--- config.mk ---
export PLATFORM = sky130hd
export DESIGN_NAME = uart_txarb
export DESIGN_NICKNAME = d
export VERILOG_FILES = /design/src/rtl/uart_txarb.sv
export SDC_FILE = /design/constraint.sdc
export NUM_CORES = 1
export LEC_CHECK = 0
export ABC_AREA = 1
export CORE_MARGIN = 3
export CORE_UTILIZATION = 40
export CTS_CLUSTER_DIAMETER = 50
export CTS_CLUSTER_SIZE = 12
export DETAILED_ROUTE_END_ITERATION = 12
export PLACE_DENSITY = 0.8
export SYNTH_ARGS = -nofsm -noshare
export SYNTH_HDL_FRONTEND = slang
export SYNTH_SLANG_ARGS = --single-unit
--- constraint.sdc ---
create_clock -name clk -period 3.3 [get_ports clk]
set_input_delay 0.99 -clock clk [delete_from_list [all_inputs] [get_ports clk]]
set_output_delay 0.99 -clock clk [all_outputs]
set_load 0.01 [all_outputs]
--- src/rtl/uart_txarb.sv ---
// Round-robin arbiter sharing one uart tx path between N byte-stream requesters; grant held per packet.
// Optional stalled-grant revocation is built when UART_TXARB_TIMEOUT_EN is defined.
module uart_txarb #(
  parameter int N       = 4,
  parameter int DATA_   = 8,
  parameter int MAXLEN  = 16,
  parameter int TIMEOUT = 255,
  localparam int GW     = (N > 1) ? $clog2(N) : 1,
  localparam int CW     = $clog2(MAXLEN + 1)
) (
  input  logic               clk,
  input  logic               rst,
  input  logic [N-1:0]       valid,
  input  logic [N*DATA_-1:0] data,
  input  logic [N-1:0]       last,
  output logic [N-1:0]       ready,
  output logic [GW-1:0]      grant,
  output logic               busy,
  output logic               trunc,
  output logic               uart_we,
  output logic [DATA_-1:0]   uart_din,
  input  logic               uart_txavail
`ifdef UART_TXARB_TIMEOUT_EN
  ,
  output logic               timeout
`endif
);

  typedef enum logic {IDLE, SEND} state_t;

  state_t         state, state_nx;
  logic [GW-1:0]  ptr;
  logic [GW-1:0]  pick;
  logic [GW-1:0]  idx;
  logic [GW:0]    j;
  logic           found;
  logic [CW-1:0]  cnt;
  logic           xfer;
  logic           at_max;
  logic           pkt_end;
  logic           end_cnt;
  logic           idle_hit;
  logic           rel;
  logic [GW-1:0]  ptr_nx;

  // Rotating priority search starting at ptr, wrapping past N-1 back to 0.
  always_comb begin
    pick  = ptr;
    found = 1'b0;
    j     = '0;
    idx   = '0;
    for (int k = 0; k < N; k++) begin
      j = {1'b0, ptr} + (GW+1)'(k);
      if (j >= (GW+1)'(N)) j = j - (GW+1)'(N);
      idx = j[GW-1:0];
      if (!found && valid[idx]) begin
        found = 1'b1;
        pick  = idx;
      end
    end
  end

  always_comb begin
    ready    = '0;
    uart_din = data[int'(grant)*DATA_ +: DATA_];
    if (state == SEND && uart_txavail) ready[grant] = 1'b1;
    xfer    = valid[grant] & ready[grant];
    uart_we = xfer;
    at_max  = (cnt == CW'(MAXLEN - 1));
    pkt_end = xfer & (last[grant] | at_max);
    end_cnt = xfer & at_max & ~last[grant];
    rel     = pkt_end | idle_hit;
    ptr_nx  = (grant == GW'(N - 1)) ? '0 : grant + 1'b1;
  end

  always_comb begin
    state_nx = state;
    case (state)
      IDLE:    if (found) state_nx = SEND;
      SEND:    if (rel)   state_nx = IDLE;
      default: state_nx = IDLE;
    endcase
  end

  always_ff @(posedge clk or posedge rst) begin
    if (rst) state <= IDLE;
    else     state <= state_nx;
  end

  always_ff @(posedge clk or posedge rst) begin
    if (rst) begin
      ptr   <= '0;
      cnt   <= '0;
      grant <= '0;
      busy  <= 1'b0;
      trunc <= 1'b0;
    end else begin
      trunc <= end_cnt;
      if (state == IDLE) begin
        if (found) begin
          grant <= pick;
          busy  <= 1'b1;
          cnt   <= '0;
        end
      end else if (rel) begin
        busy <= 1'b0;
        ptr  <= ptr_nx;
        cnt  <= '0;
      end else if (xfer) begin
        cnt <= cnt + 1'b1;
      end
    end
  end

`ifdef UART_TXARB_TIMEOUT_EN
  localparam int TW = $clog2(TIMEOUT + 1);
  logic [TW-1:0] idle_cnt;

  // Only an absent requester counts toward revocation; uart backpressure never does.
  assign idle_hit = (state == SEND) && !valid[grant] && (idle_cnt == TW'(TIMEOUT - 1));

  always_ff @(posedge clk or posedge rst) begin
    if (rst) begin
      idle_cnt <= '0;
      timeout  <= 1'b0;
    end else begin
      timeout <= idle_hit;
      if (state != SEND || valid[grant] || idle_hit) idle_cnt <= '0;
      else                                           idle_cnt <= idle_cnt + 1'b1;
    end
  end
`else
  assign idle_hit = 1'b0;
`endif

endmodule
### Word level (Yosys, flattened, before mapping)

Index checks and enable logic that the tools add are counted.

| storage, ports and cells | value |
|---|---|
| bits in registers | 12 |
| word-level logic and storage cells | 90 |

| cells by class | value |
|---|---|
| add/sub/neg operators | 9 |
| order comparisons | 10 |
| equal/unequal tests | 4 |
| shift operators | 1 |
| mux-type cells | 40 |
| bitwise operators | 7 |
| reductions and logical operators | 13 |

Operator list:

| kind | number |
|---|---|
| $shiftx A32 B6 Y8 | 1 |
| $mux W5 | 4 |
| $mux W2 | 9 |
| $mux W1 | 17 |
| $lt A2 B3 Y1 const B | 5 |
| $bmux W1 S2 | 7 |
| $ge A3 B3 Y1 const B | 3 |
| $reduce_and A2 Y1 | 4 |
| $sub A2 B1 Y2 const B | 4 |
| $add A2 B2 Y3 const B | 2 |
| $add A5 B1 Y5 const B | 1 |
| $eq A5 B4 Y1 const B | 1 |
| $logic_and A1 B1 Y1 | 5 |
| $and A1 B1 Y1 | 4 |
| $mux W4 | 1 |
| $add A2 B1 Y3 const B | 1 |
| $ge A2 B3 Y1 const B | 1 |
| $logic_not A1 Y1 | 3 |
| $ne A3 B2 Y1 const B | 1 |
| $add A2 B1 Y2 const B | 1 |
| $demux W1 S2 | 1 |
| $eq A2 B2 Y1 const B | 1 |
| $ge A2 B1 Y1 const B | 1 |
| $ne A2 B1 Y1 const B | 1 |
| other kinds (4) | 5 |

### Logic depth before layout (Yosys ltp)

Gate-level depths: netlist (run 1).

| logic depth | value |
|---|---|
| word-level depth | 16 |
| mapped depth | 15 |

### Worst setup path after synthesis (run 1)

No wires, ideal clock.

| path | value |
|---|---|
| path kind | reg2out |
| start point | register grant[0] |
| end point | output uart_we |
| arrival time | 2.013 ns |
| required time | 2.310 ns |
| setup slack | 0.297 ns |
| stages on the path, launching flop included | 11 |
| path through | dfrtp_1 inv_1 clkbuf_1 clkbuf_1 ha_1 inv_1 nor2_1 nand3_1 nand3_1 nand2_1 inv_1 |

| on the way | value |
|---|---|
| word-level cells in the longest chain between the ends | 8 |

RTL lines:

| what | line | text |
|---|---|---|
| from (decl) | 17 | `output logic [GW-1:0] grant,` |
| from (signal assigned) | 101 | `grant <= pick;` |
| $lt A2 B3 Y1 (not written as such) or $ge A2 B1 Y1 (tied branches) | 66 | `if (state == SEND && uart_txavail) ready[grant] = 1'b1;` |
| $logic_and A1 B1 Y1 (not written as such) | 66 |  |
| $mux W1 (not written as such) | 66 |  |
| $demux W1 S2 * | 66 |  |
| $mux W4 * | 66 |  |
| net ready[0] | 16 | `output logic [N-1:0] ready,` |
| $bmux W1 S2 * | 67 | `xfer = valid[grant] & ready[grant];` |
| $mux W1 (not written as such) * | 67 |  |
| $and A1 B1 Y1 * | 67 |  |
| to (decl) | 20 | `output logic uart_we,` |

The timed path passes the listed nets; every way through them passes the cells marked *. The select of a mux whose other input is x is not followed.

### Worst setup path in the final report (run 1)

| path | value |
|---|---|
| start point | input data[17] |
| end point | output uart_din[1] |

| on the way | value |
|---|---|
| word-level cells in the longest chain between the ends | 1 |

RTL lines:

| what | line | text |
|---|---|---|
| from (decl) | 14 | `input logic [N*DATA_-1:0] data,` |
| $shiftx A32 B6 Y8 | 65 | `uart_din = data[int'(grant)*DATA_ +: DATA_];` |
| to (decl) | 21 | `output logic [DATA_-1:0] uart_din,` |

Every way passes these cells.

==> results.yml, run 1 <==
critical_path:
  r2r_setup_slack_ns: 1.37
  endpoint_kind: "output port"
  ff2ff_path_depth: 12
  start_kind: "input pin"
  r2r_end: "cnt[2]"
  critPathRequiredTime_ns: 2.31
  r2r-start: "grant[0]"
  critPathArrivalTime_ns: 2.25
  worstSetupPathType: "input pin to output port"
  path_max_fanout: 1
synthesis:
  yosys_warnings: 0
  synth_area_leaders: "dfrtp_1 (25%), nand2_1 (14%), o21ai_0 (9.1%)"
  yosysTopAreaCell: "dfrtp_1"
  synth_top_cell_area_share_pct: 24.7
  synth.most_common_cell: "nand2_1"
  synth.distinct_cells: 26
  synth-main-ff-cell: "dfrtp_1"
  synth_nets: 237
  yosysSeqAreaShare_pct: 24.7
  synth_edf_count: 0
  netlist_instances: 188
  syn_avg_cell_area_um2: 6.46
  ys_top_cells_by_count: "nand2_1 (44), nor2_1 (28), o21ai_0 (22), nand3_1 (18)"
  async_reset_ff_share_pct: 100
  synth-seq-cells: 12
  synth_area_mm2: 0.00121
global_route:
  grt_start_max_net_pins: 19
  grt_first_pass_wirelength_mm: 5.30
  grt_usage_pct: 18.1
  antenna_found_initial: 0
  grt_overflow: 0
  grt_pass1_vias: 1273
hold_path:
  worstHoldEndpoint: "busy"
  hold_path_depth: 2
  min_from: "busy"
  holdCritPathClass: "register to register"
drt:
  drtIter0Drc: 36
  drt-total-wl_mm: 3.36
  drt_pass1_iterations: 4
  drc_errors: 0
  viasPerCell: 4.91
  wl_per_cell_um: 11.6
  ant_nets: 0
  vias: 1423
sta:
  fmax_mhz: 309
  slew_violations: 0
  rsz0062_at_grt: "no"
  holdWs_ns: 0.508
  finalCritPeriodShare_pct: 98.1
  hold_violations: 0
  final.setup.worst_slack_ns: 0.0620
  worst_pin_slew_ns: 0.451
  finalCriticalPeriod_ns: 3.24
  fin_skew_ns: 0.00299
  finalSetupViolCount: 0
  slew_headroom_pct: 69.9
floorplanning:
  initial_core_util_pct: 42.9
  ios: 60
  core-area_mm2: 0.00283
  fp-row-count: 19
  die_w_um: 61.1
  die_height_um: 61.1
  die_area_mm2: 0.00373
layout:
  n_antenna_cell: 0
  drive_gt1_share_pct: 18.5
  nets: 309
  final_util_pct: 69.5
  syn_to_final_growth_pct: 61.8
  fill_cells: 234
place:
  dp_worst_setup_slack_ns: -0.264
  dp_hpwl_mm: 2.81
  place_congestion: 0.785
  place.port_buffers: 59
cts:
  cts.htree.levels: 1
  cts-root-buf: "clkbuf_4"
  clk_pin_slew_worst_paths_ns: 0.08
  numCtsBuffers: 3
  clockBufferDepth: 2
  hold_buffers: 0
  cts_tree: "built"
  worstSkewPairLatency_ns: 0.27
  clock_sinks: 12
pwr:
  power_mw: 1.62
  power_density_mw_per_mm2: 823
  ir_drop_v: 0.000445
  power_leakage_nw: 0.929
job:
  maxCapViolations: 0
run_status:
  status: "complete, no violations"
## kinds of logic after synthesis
group | synth area share, %
adder cells (fa/ha/maj) | 6.18
buffers and inverters | 7.62
AND/OR/NAND/NOR | 39.5
flip-flops | 24.7
XOR/XNOR | 1.44
AO/OA/AOI/OAI | 20.5
## worst max-delay path, stage by stage
cell             delay, ns
clkdlybuf4s50_1       0.45
o21ai_0               0.06
o22ai_1               0.17
clkdlybuf4s50_1       0.58
## flip-flops by register name, indices dropped and copies added (netlist names)
signal	cells
ptr	2
busy	1
state	1
grant	2
cnt	5
trunc	1
## placed cells by master, fill, tap and decap left out, types with 2 or more instances in the layout
master and count:
inv_1 12, o21ai_2 3, buf_4 15, inv_2 3
nor2_1 25, nand2_1 43, dlygate4sd2_1 4, nor3_1 2
nand3_1 18, dfrtp_1 12, clkbuf_4 3, ha_1 6
nor2_2 4, o21ai_0 22, clkdlybuf4s50_1 53, nor2_4 2
nand2_2 10, o22ai_1 8, a21oi_4 2
## cell type report
type / instances / area, um2 / area share [%]
timing repair buffer: 74 / 696 / 35.4
clock buffer: 4 / 36.3 / 1.85
sequential: 12 / 300 / 15.3
multi-input combinational: 153 / 832 / 42.3
tap: 31 / 38.8 / 1.97
inverter: 16 / 62.6 / 3.18
## worst max path at each step
stage                       startpoint     endpoint  slack (ns)  cells after the start
after global routing          data[17]  uart_din[1]       0.003                      4
after global placement    uart_txavail      uart_we       -0.22                      8
after CTS                 uart_txavail      uart_we        0.02                      8
final                         data[17]  uart_din[1]        0.06                      4
after detailed placement  uart_txavail      uart_we       -0.26                      8
after floorplan               grant[0]      uart_we        0.30                     10
## metrics by stage
| step | area [um2] | TNS, ns | instances |
|---|---|---|---|
| 5_1_grt | 1970 | 0 | 290 |
| 2_1_floorplan | 1210 | 0 | 188 |
| 4_1_cts | 1970 | 0 | 290 |
| 3_5_place_dp | 1930 | -0.480 | 286 |
| 3_3_place_gp | 1930 | -0.364 | 286 |
| 6_report | 1970 | 0 | 290 |
## per-layer routing
metal | GRT usage [%] | routed length [um] | vias up
li1 | - | - | 758
met1 | 21.9 | 1500 | 626
met2 | 34.6 | 1700 | 37
met3 | 2.73 | 138 | 2
met4 | 1.86 | 21 | 0
met5 | 0 | 0 | -
## power breakdown
part	internal, mW	switching [mW]
Combinational	0.534	0.696
Sequential	0.198	0.0749
Clock	0.0670	0.0483
## repair_timing
item,in CTS,in global routing
gates cloned,0,0
endpoints found under the setup margin,5,2
buffers inserted,0,0
resized for setup,9,3
pin swaps,0,0
Note: power is estimated with default switching activity, not from simulation.
==> run 2, diff against run 1 <==
Settings changed: CORE_UTILIZATION 40 to 55, DONT_BUFFER_PORTS from default to 1, PLACE_DENSITY 0.8 to 0.7.
==> run 2 against run 1 <==
Effect of this change: die area fell by 25%; first-iteration DRC count fell by 56%; combinational power fell by 24%; power fell by 19%; highest routed layer unchanged; wire length fell by 13%; global-route usage rose by 5.2 points; via count fell by 16%; setup slack improved by 0.26 ns; critical path type is now register to output port; sequential share of layout area rose by 8.5 points.
==> results.yml, run 2 (same netlist as run 1, synthesis figures left out) <==
layout:
  drive_gt1_share_pct: 16.6
  largest_reg_flops: 5
  reg_top3: "cnt x5, grant x2, ptr x2"
  n_antenna_cell: 0
  layout_common_cells: "nand2_1 (44), nor2_1 (28), o21ai_0 (22)"
  largest_register: "cnt"
  nets: 238
  fill_cells: 193
  syn_to_final_growth_pct: 4.02
  final_cell_count_no_fill: 214
  final_common_cell: "nand2_1"
place:
  dp_worst_setup_slack_ns: 0.380
  place.port_buffers: 0
  place_inst: 211
  dp_hpwl_mm: 2.39
  place_congestion: 0.710
drt:
  drtIter0Drc: 16
  vias: 1202
  drt_pass1_iterations: 6
  wl_per_cell_um: 13.6
  drc_errors: 0
  ant_nets: 0
  viasPerCell: 5.62
  drt-total-wl_mm: 2.92
pwr:
  ir_drop_v: 0.000460
  power_mw: 1.31
  power_leakage_nw: 0.607
  power_density_mw_per_mm2: 1030
cts:
  cts.htree.levels: 1
  hold_buffers: 0
  cts_tree: "built"
  clockBufferDepth: 2
  worstSkewPairLatency_ns: 0.27
  clock_sinks: 12
  cts-root-buf: "clkbuf_4"
  clk_pin_slew_worst_paths_ns: 0.07
  numCtsBuffers: 3
global_route:
  grt_pass1_vias: 1131
  antenna_found_initial: 0
  grt_usage_pct: 23.3
  grt_first_pass_wirelength_mm: 4.94
  grt_start_max_net_pins: 15
  grt_overflow: 0
sta:
  rsz0062_at_grt: "no"
  fmax_mhz: 335
  finalCritPeriodShare_pct: 90.4
  finalSetupTns_ns: 0
  finalCriticalPeriod_ns: 2.98
  slew_headroom_pct: 69.7
  finalSetupViolCount: 0
  final.setup.worst_slack_ns: 0.318
  slew_violations: 0
  worst_pin_slew_ns: 0.455
  hold_violations: 0
  fin_skew_ns: 0.00559
critical_path:
  crit_slowest_cell: "dfrtp_1"
  critPathRequiredTime_ns: 2.31
  path_max_fanout: 12
  critPathBufInv: 3
  start_kind: "register"
  worstPathCellList: "inv_2 -> ha_1 -> inv_1 -> nor2_1 -> nand3_1 -> nand3_1 -> nand2_1 -> inv_1"
  ff2ff_path_depth: 11
  worstSetupPathType: "register to output port"
  critPathArrivalTime_ns: 1.99
  critPathTopFamily: "simple AND/OR/NAND/NOR gates"
  path_depth: 8
  endpoint_kind: "output port"
  critPathMaxStageDelay_ns: 0.51
floorplanning:
  die_area_mm2: 0.00281
  ios: 60
  core-area_mm2: 0.00202
  die_height_um: 53
  fp-row-count: 16
  die_w_um: 53
  initial_core_util_pct: 60.1
hold_path:
  holdCritPathClass: "register to register"
  hold_path_depth: 1
run_status:
  status: "complete, no violations"
job:
  maxCapViolations: 0
## run 2: changes by cell type in the layout (fill, tap and decap cells not counted), moves of 3 or more
cell / delta
nor2_2: -3
buf_4: -12
dlygate4sd2_1: -4
nor2_1: +3
clkdlybuf4s50_1: -53
## run 2: per-stage QoR
| stage | util, % | hold WS, ns | instance area [um2] |
|---|---|---|---|
| final | 62.5 | 0.521 | 1260 |
| after global routing | 62.5 | 0.538 | 1260 |
| after CTS | 62.5 | 0.528 | 1260 |
| after detailed placement | 61.4 | 0.511 | 1240 |
| after global placement | 61.4 | 0.504 | 1240 |
| after floorplan | - | 0.467 | 1210 |
## run 2: per-layer routing
layer	track usage, %	wire length [um]	vias up
li1	-	-	618
met1	27.8	1190	534
met2	42.4	1500	48
met3	5.07	215	2
met4	5.11	17	0
met5	0	0	-
## run 2: worst register-to-register path, stage by stage (launching register included)
cell	delay, ns
dfrtp_1	0.51
inv_2	0.21
ha_1	0.17
inv_1	0.04
nor2_1	0.24
nand3_1	0.11
nand3_1	0.09
nand2_1	0.12
nor2_2	0.27
nor3_1	0.08
nand2_1	0.08
nand2_1	0.05
## run 2: final cells by class
cell class                      count  area [um2]  area share [%]
Sequential cell                    12         300            23.8
Tap cell                           27        33.8            2.67
Timing Repair Buffer                3        22.5            1.78
Inverter                           16        62.6            4.95
Clock buffer                        3        22.5            1.78
Multi-Input combinational cell    153         822            65.0
## run 2: path summary, 6_finish.rpt
kind	end	slack, ns	startpoint
max	uart_we	0.32	grant[0]
max in group asynchronous	cnt[4]	2.38	rst
min reg2reg	cnt[0]	0.52	cnt[0]
min in group asynchronous	busy	0.60	rst
min	cnt[0]	0.52	cnt[0]
max reg2reg	cnt[2]	1.25	grant[0]
## run 2: what timing repair did
item / in CTS / in global routing
resized for setup: 0 / 1
setup endpoints to repair: 0 / 1
buffers inserted: 0 / 0
## run 2: power breakdown
group	switching [mW]	internal (mW)	leakage (nW)	total [mW]
Combinational	0.642	0.296	0.441	0.939
Clock	0.0470	0.0423	0.0138	0.0893
Sequential	0.0788	0.198	0.152	0.277
